--- src/rtl/rv_pkg.sv ---
// Shared RV32I control definitions: opcodes, ALU encoding, controller states and
// datapath mux selects.
package rv_pkg;

    localparam int unsigned XLEN      = 32;
    localparam int unsigned OPCODE_W  = 7;
    localparam int unsigned ALU_OP_W  = 4;
    localparam int unsigned STATE_W   = 4;

    localparam logic [OPCODE_W-1:0] OP_R      = 7'b0110011;
    localparam logic [OPCODE_W-1:0] OP_I      = 7'b0010011;
    localparam logic [OPCODE_W-1:0] OP_LOAD   = 7'b0000011;
    localparam logic [OPCODE_W-1:0] OP_STORE  = 7'b0100011;
    localparam logic [OPCODE_W-1:0] OP_BRANCH = 7'b1100011;
    localparam logic [OPCODE_W-1:0] OP_JAL    = 7'b1101111;
    localparam logic [OPCODE_W-1:0] OP_JALR   = 7'b1100111;
    localparam logic [OPCODE_W-1:0] OP_LUI    = 7'b0110111;
    localparam logic [OPCODE_W-1:0] OP_AUIPC  = 7'b0010111;

    typedef enum logic [ALU_OP_W-1:0] {
        ALU_ADD  = 4'd0,
        ALU_SUB  = 4'd1,
        ALU_AND  = 4'd2,
        ALU_OR   = 4'd3,
        ALU_XOR  = 4'd4,
        ALU_SLL  = 4'd5,
        ALU_SRL  = 4'd6,
        ALU_SRA  = 4'd7,
        ALU_SLT  = 4'd8,
        ALU_SLTU = 4'd9
    } alu_op_e;

    typedef enum logic [STATE_W-1:0] {
        ST_FETCH    = 4'd0,
        ST_DECODE   = 4'd1,
        ST_EXEC_R   = 4'd2,
        ST_EXEC_I   = 4'd3,
        ST_WB_ALU   = 4'd4,
        ST_MEM_ADDR = 4'd5,
        ST_MEM_RD   = 4'd6,
        ST_MEM_WR   = 4'd7,
        ST_WB_MEM   = 4'd8,
        ST_BRANCH   = 4'd9,
        ST_JAL      = 4'd10,
        ST_JALR     = 4'd11,
        ST_LUI      = 4'd12,
        ST_AUIPC    = 4'd13,
        ST_TRAP     = 4'd14
    } ctrl_state_e;

    typedef enum logic [1:0] {SRCA_PC, SRCA_OLD_PC, SRCA_RS1, SRCA_ZERO} src_a_e;
    typedef enum logic [1:0] {SRCB_RS2, SRCB_IMM, SRCB_FOUR} src_b_e;
    typedef enum logic [1:0] {WB_ALUOUT, WB_MEMDATA, WB_LINK} wb_sel_e;
    typedef enum logic {ADDR_PC, ADDR_ALUOUT} addr_sel_e;
    typedef enum logic {PC_ALU, PC_ALUOUT} pc_sel_e;

    // Which funct3/funct7 interpretation the ALU decoder applies.
    typedef enum logic [1:0] {CLS_R, CLS_I, CLS_BRANCH} alu_cls_e;

endpackage

--- src/rtl/rv_alu_decode.sv ---
// Maps funct3/funct7[5] and instruction class to an ALU operation plus a legality flag.
module rv_alu_decode
    import rv_pkg::*;
(
    input  alu_cls_e    cls_i,
    input  logic [2:0]  funct3_i,
    input  logic        funct7_5_i,
    output alu_op_e     alu_op_o,
    output logic        legal_o
);

    always_comb begin
        alu_op_o = ALU_ADD;
        legal_o  = 1'b1;
        case (cls_i)
            CLS_BRANCH: begin
                case (funct3_i[2:1])
                    2'b00:   alu_op_o = ALU_SUB;
                    2'b10:   alu_op_o = ALU_SLT;
                    2'b11:   alu_op_o = ALU_SLTU;
                    default: legal_o  = 1'b0;
                endcase
            end
            default: begin
                case (funct3_i)
                    3'b000: alu_op_o = (cls_i == CLS_R && funct7_5_i) ? ALU_SUB : ALU_ADD;
                    3'b001: alu_op_o = ALU_SLL;
                    3'b010: alu_op_o = ALU_SLT;
                    3'b011: alu_op_o = ALU_SLTU;
                    3'b100: alu_op_o = ALU_XOR;
                    3'b101: alu_op_o = funct7_5_i ? ALU_SRA : ALU_SRL;
                    3'b110: alu_op_o = ALU_OR;
                    3'b111: alu_op_o = ALU_AND;
                endcase
                // Only SUB and SRA give funct7[5] a meaning in register-register ops.
                if (cls_i == CLS_R && funct7_5_i && funct3_i != 3'b000 && funct3_i != 3'b101) begin
                    legal_o = 1'b0;
                end
            end
        endcase
    end

endmodule

--- src/rtl/rv_multicycle_ctrl.sv ---
// Multi-cycle RV32I controller: sequences fetch/decode/execute/memory/writeback over a
// shared ALU and memory port. Only the state and the sticky illegal flag are registered.
module rv_multicycle_ctrl
    import rv_pkg::*;
#(
    parameter logic [XLEN-1:0] RESET_PC = 32'h0000_0000
) (
    input  logic                clk,
    input  logic                rst_n,
    input  logic [XLEN-1:0]     instr,
    input  logic                zero,
    input  logic                mem_ready,
    output logic [XLEN-1:0]     reset_pc,
    output logic                mem_req,
    output logic                mem_we,
    output logic                mem_addr_sel,
    output logic                ir_we,
    output logic                pc_we,
    output logic                pc_sel,
    output logic                rf_we,
    output logic [1:0]          wb_sel,
    output logic [1:0]          alu_src_a,
    output logic [1:0]          alu_src_b,
    output logic [ALU_OP_W-1:0] alu_ctrl,
    output logic                illegal,
    output logic [STATE_W-1:0]  state_o
);

    ctrl_state_e           state_q, state_d;
    logic                  illegal_q;
    logic [OPCODE_W-1:0]   opcode;
    logic [2:0]            funct3;
    logic                  funct7_5;
    alu_cls_e              cls;
    alu_op_e               dec_op;
    logic                  dec_legal;
    logic                  br_taken;
    logic                  unused_instr_bits;

    assign opcode            = instr[6:0];
    assign funct3            = instr[14:12];
    assign funct7_5          = instr[30];
    assign unused_instr_bits = ^{instr[31], instr[29:15], instr[11:7]};

    // Equal-compare branches invert on funct3[0]; SLT-based ones additionally on funct3[2].
    assign br_taken = zero ^ funct3[0] ^ funct3[2];

    always_comb begin
        cls = CLS_I;
        if (state_q == ST_EXEC_R) begin
            cls = CLS_R;
        end else if (state_q == ST_BRANCH) begin
            cls = CLS_BRANCH;
        end
    end

    rv_alu_decode u_alu_decode (
        .cls_i      (cls),
        .funct3_i   (funct3),
        .funct7_5_i (funct7_5),
        .alu_op_o   (dec_op),
        .legal_o    (dec_legal)
    );

    always_ff @(posedge clk or negedge rst_n) begin
        if (!rst_n) begin
            state_q   <= ST_FETCH;
            illegal_q <= 1'b0;
        end else begin
            state_q <= state_d;
            if (state_d == ST_TRAP) begin
                illegal_q <= 1'b1;
            end
        end
    end

    always_comb begin
        state_d      = state_q;
        mem_req      = 1'b0;
        mem_we       = 1'b0;
        mem_addr_sel = ADDR_PC;
        ir_we        = 1'b0;
        pc_we        = 1'b0;
        pc_sel       = PC_ALU;
        rf_we        = 1'b0;
        wb_sel       = WB_ALUOUT;
        alu_src_a    = SRCA_PC;
        alu_src_b    = SRCB_RS2;
        alu_ctrl     = ALU_ADD;
        // Holding reset forces every enable low even though the state already reads FETCH.
        if (rst_n) begin
            case (state_q)
                ST_FETCH: begin
                    mem_req   = 1'b1;
                    alu_src_b = SRCB_FOUR;
                    if (mem_ready) begin
                        ir_we   = 1'b1;
                        pc_we   = 1'b1;
                        state_d = ST_DECODE;
                    end
                end
                ST_DECODE: begin
                    alu_src_a = SRCA_OLD_PC;
                    alu_src_b = SRCB_IMM;
                    case (opcode)
                        OP_R:                state_d = ST_EXEC_R;
                        OP_I:                state_d = ST_EXEC_I;
                        OP_LOAD, OP_STORE:   state_d = ST_MEM_ADDR;
                        OP_BRANCH:           state_d = ST_BRANCH;
                        OP_JAL:              state_d = ST_JAL;
                        OP_JALR:             state_d = ST_JALR;
                        OP_LUI:              state_d = ST_LUI;
                        OP_AUIPC:            state_d = ST_AUIPC;
                        default:             state_d = ST_TRAP;
                    endcase
                end
                ST_EXEC_R: begin
                    alu_src_a = SRCA_RS1;
                    alu_ctrl  = dec_op;
                    state_d   = dec_legal ? ST_WB_ALU : ST_TRAP;
                end
                ST_EXEC_I: begin
                    alu_src_a = SRCA_RS1;
                    alu_src_b = SRCB_IMM;
                    alu_ctrl  = dec_op;
                    state_d   = ST_WB_ALU;
                end
                ST_WB_ALU: begin
                    rf_we   = 1'b1;
                    state_d = ST_FETCH;
                end
                ST_MEM_ADDR: begin
                    alu_src_a = SRCA_RS1;
                    alu_src_b = SRCB_IMM;
                    state_d   = (opcode == OP_LOAD) ? ST_MEM_RD : ST_MEM_WR;
                end
                ST_MEM_RD: begin
                    mem_req      = 1'b1;
                    mem_addr_sel = ADDR_ALUOUT;
                    if (mem_ready) begin
                        state_d = ST_WB_MEM;
                    end
                end
                ST_MEM_WR: begin
                    mem_req      = 1'b1;
                    mem_we       = 1'b1;
                    mem_addr_sel = ADDR_ALUOUT;
                    if (mem_ready) begin
                        state_d = ST_FETCH;
                    end
                end
                ST_WB_MEM: begin
                    rf_we   = 1'b1;
                    wb_sel  = WB_MEMDATA;
                    state_d = ST_FETCH;
                end
                ST_BRANCH: begin
                    alu_src_a = SRCA_RS1;
                    alu_ctrl  = dec_op;
                    if (dec_legal) begin
                        if (br_taken) begin
                            pc_we  = 1'b1;
                            pc_sel = PC_ALUOUT;
                        end
                        state_d = ST_FETCH;
                    end else begin
                        state_d = ST_TRAP;
                    end
                end
                ST_JAL: begin
                    alu_src_a = SRCA_OLD_PC;
                    alu_src_b = SRCB_IMM;
                    rf_we     = 1'b1;
                    wb_sel    = WB_LINK;
                    pc_we     = 1'b1;
                    pc_sel    = PC_ALUOUT;
                    state_d   = ST_FETCH;
                end
                ST_JALR: begin
                    alu_src_a = SRCA_RS1;
                    alu_src_b = SRCB_IMM;
                    rf_we     = 1'b1;
                    wb_sel    = WB_LINK;
                    pc_we     = 1'b1;
                    state_d   = ST_FETCH;
                end
                ST_LUI: begin
                    alu_src_a = SRCA_ZERO;
                    alu_src_b = SRCB_IMM;
                    state_d   = ST_WB_ALU;
                end
                ST_AUIPC: begin
                    alu_src_a = SRCA_OLD_PC;
                    alu_src_b = SRCB_IMM;
                    state_d   = ST_WB_ALU;
                end
                ST_TRAP: state_d = ST_TRAP;
                default: state_d = ST_TRAP;
            endcase
        end
    end

    assign reset_pc = RESET_PC;
    assign illegal  = illegal_q;
    assign state_o  = STATE_W'(state_q);

endmodule

--- config.mk ---
export PLATFORM = sky130hd
export DESIGN_NAME = rv_multicycle_ctrl
export DESIGN_NICKNAME = d
export VERILOG_FILES = /design/src/rtl/rv_pkg.sv /design/src/rtl/rv_alu_decode.sv /design/src/rtl/rv_multicycle_ctrl.sv
export SDC_FILE = /design/constraint.sdc
export NUM_CORES = 1
export LEC_CHECK = 0
export CAP_MARGIN = 30
export CORE_MARGIN = 4
export CORE_UTILIZATION = 36
export DETAILED_ROUTE_END_ITERATION = 12
export PLACE_DENSITY = 0.86
export SYNTH_ARGS = -nofsm -noshare
export SYNTH_HDL_FRONTEND = slang
export SYNTH_SLANG_ARGS = --single-unit
--- constraint.sdc ---
create_clock -name clk -period 3.15 [get_ports clk]
set_clock_uncertainty 0.2 [all_clocks]
set_input_delay 0.315 -clock clk [delete_from_list [all_inputs] [get_ports clk]]
set_output_delay 0.315 -clock clk [all_outputs]
set_load 0.05 [all_outputs]
==> results.sh <==
export IMPL_synth_edf_count=0
export IMPL_synth_cell_types=46
export IMPL_finalSetupViolations=0
export IMPL_place_ws_ns=0.313
export IMPL_fin_util=0.478
export IMPL_endpoint_kind="output pin"
export IMPL_vias=1176
export IMPL_grt_use_total=0.127
export IMPL_avgSynthCellArea_um2=7.03
export IMPL_via_per_inst=4.84
export IMPL_worstPathRequired_ns=2.63
export IMPL_worstPathArrival_ns=2.36
export IMPL_initial_core_util=0.375
export IMPL_yosys_most_used_dff="dfrtp_1"
export IMPL_cap_violations=0
export IMPL_avgRoutedWirePerCell_um=11.7
export IMPL_start_kind="flop"
export IMPL_holdWs_ns=0.282
export IMPL_worst_slew_pin_slew_ns=0.504
export IMPL_slew_headroom=0.663
export IMPL_io_pins=90
export IMPL_grt_max_degree=15
export IMPL_cts_tree="yes"
export IMPL_path_class="reg -> out"
export IMPL_fin_tns_setup_ns=0
export IMPL_yosysWarnings=0
export IMPL_core_um2=3050
export IMPL_cts_resized=0
export IMPL_fp_dieH_um=64.4
export IMPL_p_leak_nw=0.660
export IMPL_clk_pin_slew_ns=0.05
export IMPL_dieArea_um2=4150
export IMPL_gp_routability_congestion=0.894
export IMPL_ir_drop_uv=571
export IMPL_status="completed"
export IMPL_drt_first_pass_iters=4
export IMPL_cts_setup_buffers=0
export IMPL_netlist_area_um2=1150
export IMPL_clock_sinks=5
export IMPL_ys_ff_latch=5
export IMPL_htree_levels=1
export IMPL_portBuffers=36
export IMPL_fin_crit_ns=2.88
export IMPL_placementRows=20
export IMPL_syn2layout_area_growth_pct=27.4
export IMPL_grt_pass1_wl_um=4400
export IMPL_first_global_vias=998
export IMPL_routed_wl_um=2850
export IMPL_layout_setup_ws_ns=0.272
export IMPL_overflow=0
export IMPL_clk_latency_ns=0.24
export IMPL_antenna_found_initial=0
export IMPL_hpwl_um=2310
export IMPL_finalHoldViolCount=0
export IMPL_synthCells=163
export IMPL_final_antenna_net_count=0
export IMPL_die_width_um=64.4
export IMPL_drt_iter0_markers=77
export IMPL_ctsHoldBuffers=0
export IMPL_p_per_area_nw_per_um2=756
export IMPL_rsz0062_at_grt="false"
export IMPL_totalPowerFinal_mw=1.10
export IMPL_period_share=0.914
export IMPL_drive_gt1_frac=0.131
export IMPL_cts_made_buffers=3
export IMPL_antenna_cells=0
export IMPL_async_reset_ff_frac=1.00
export IMPL_crit_fanout=11
export IMPL_clockRootBuffer="clkbuf_4"
export IMPL_seq_area_frac_synth=0.109
export IMPL_clock_path_buffers=2
export IMPL_drv_slew=0
export IMPL_drc_errors=0
export IMPL_timing_fmax_ghz=0.347
export IMPL_hp_class="reg -> reg"
export IMPL_nNetsFinal=241
[cell usage in the layout (no fill, tap or decap), types with 2 or more instances in the layout]
cell type and count:
dfrtp_1 5, nor2_1 17, o211ai_1 3, o32ai_1 2, nor3_1 4, buf_4 16
o21a_1 2, o31ai_1 2, o21ai_0 5, buf_12 2, and3b_1 2, and3_1 4
conb_1 32, nand3_1 4, nand2b_1 6, inv_1 7, ha_1 5, clkdlybuf4s50_1 23
a22o_1 2, nand2_1 7, clkbuf_4 3, a21oi_1 10, nor2b_1 6, nor3b_1 2
and2_1 5
[worst max-delay path, cell delays in order, from the launching register on]
cell and delay, ns:
dfrtp_1 0.48, buf_4 0.22, nor2_1 0.25, a21oi_1 0.12, o22ai_1 0.12, and2_1 0.13
clkdlybuf4s50_1 0.79
[per-layer routing]
metal | track usage | vias to the layer above | share of wire
li1 | - | 582 | -
met1 | 0.159 | 545 | 0.43
met2 | 0.219 | 47 | 0.49
met3 | 0.0277 | 2 | 0.072
met4 | 0.0369 | 0 | 0.0088
met5 | 0 | - | 0
[report_power, final]
part | switching, mW | internal (mW) | leakage [nW]
sequential | 0.0579 | 0.0873 | 0.0564
clock | 0.0281 | 0.0480 | 0.0150
combinational | 0.583 | 0.299 | 0.589
[layout make-up]
| type | instances | area [um^2] |
|---|---|---|
| multi-input combinational | 142 | 837 |
| inverter | 7 | 26.3 |
| fill | 327 | 1590 |
| clock buffer | 4 | 26.3 |
| sequential | 5 | 125 |
| tap | 44 | 55.1 |
| timing repair buffer | 41 | 390 |
[cells in the mapped netlist (3+ instances only)]
cell / instances / area, um^2
a21oi_1: 10 / 50.1
and2_1: 5 / 31.3
and3_1: 4 / 25.0
buf_4: 32 / 240
clkbuf_1: 6 / 22.5
dfrtp_1: 5 / 125
ha_1: 5 / 62.6
inv_1: 7 / 26.3
nand2_1: 7 / 26.3
nand2b_1: 6 / 37.5
nand3_1: 4 / 20.0
nor2_1: 17 / 63.8
nor2b_1: 6 / 37.5
nor3_1: 5 / 25.0
o211ai_1: 3 / 22.5
o21ai_0: 5 / 25.0
[per-stage QoR]
stage               instance area, um^2  instances
global placement                   1430        239
detailed placement                 1430        239
floorplan                          1270        194
CTS                                1460        243
finish                             1460        243
global route                       1460        243
[logic make-up (layout without fill, tap and decap cells)]
logic type,Yosys count,in the layout,share of synthesized area
buffers and inverters,47,52,0.266
muxes,1,1,0.00982
AOI/OAI and AO/OA,36,36,0.219
and+or+nand+nor,66,66,0.322
adders and majority gates,5,5,0.0546
xor gates and xnor gates,2,2,0.0153
other,1,32,0.00327
DFF,5,5,0.109
[flip-flops by register name (all words and copies together) (netlist names)]
register and cells:
state_o 4, illegal 1
[worst paths after layout]
check | endpoint | slack [ns] | depth (start not counted) | startpoint
worst max-delay path | alu_src_a[0] | 0.27 | 6 | state_o[2]$_DFF_PN0_
worst min-delay path | illegal$_DFFE_PN0N_ | 0.28 | 1 | illegal$_DFFE_PN0N_
worst max register to register | illegal$_DFFE_PN0N_ | 0.83 | 6 | state_o[1]$_DFF_PN0_
worst min register to register | illegal$_DFFE_PN0N_ | 0.28 | 1 | illegal$_DFFE_PN0N_
max in group asynchronous | state_o[0]$_DFF_PN0_ | 2.12 | 2 | rst_n
min in group asynchronous | state_o[1]$_DFF_PN0_ | 0.48 | 2 | rst_n
Power figures use the tool's default switching activity.
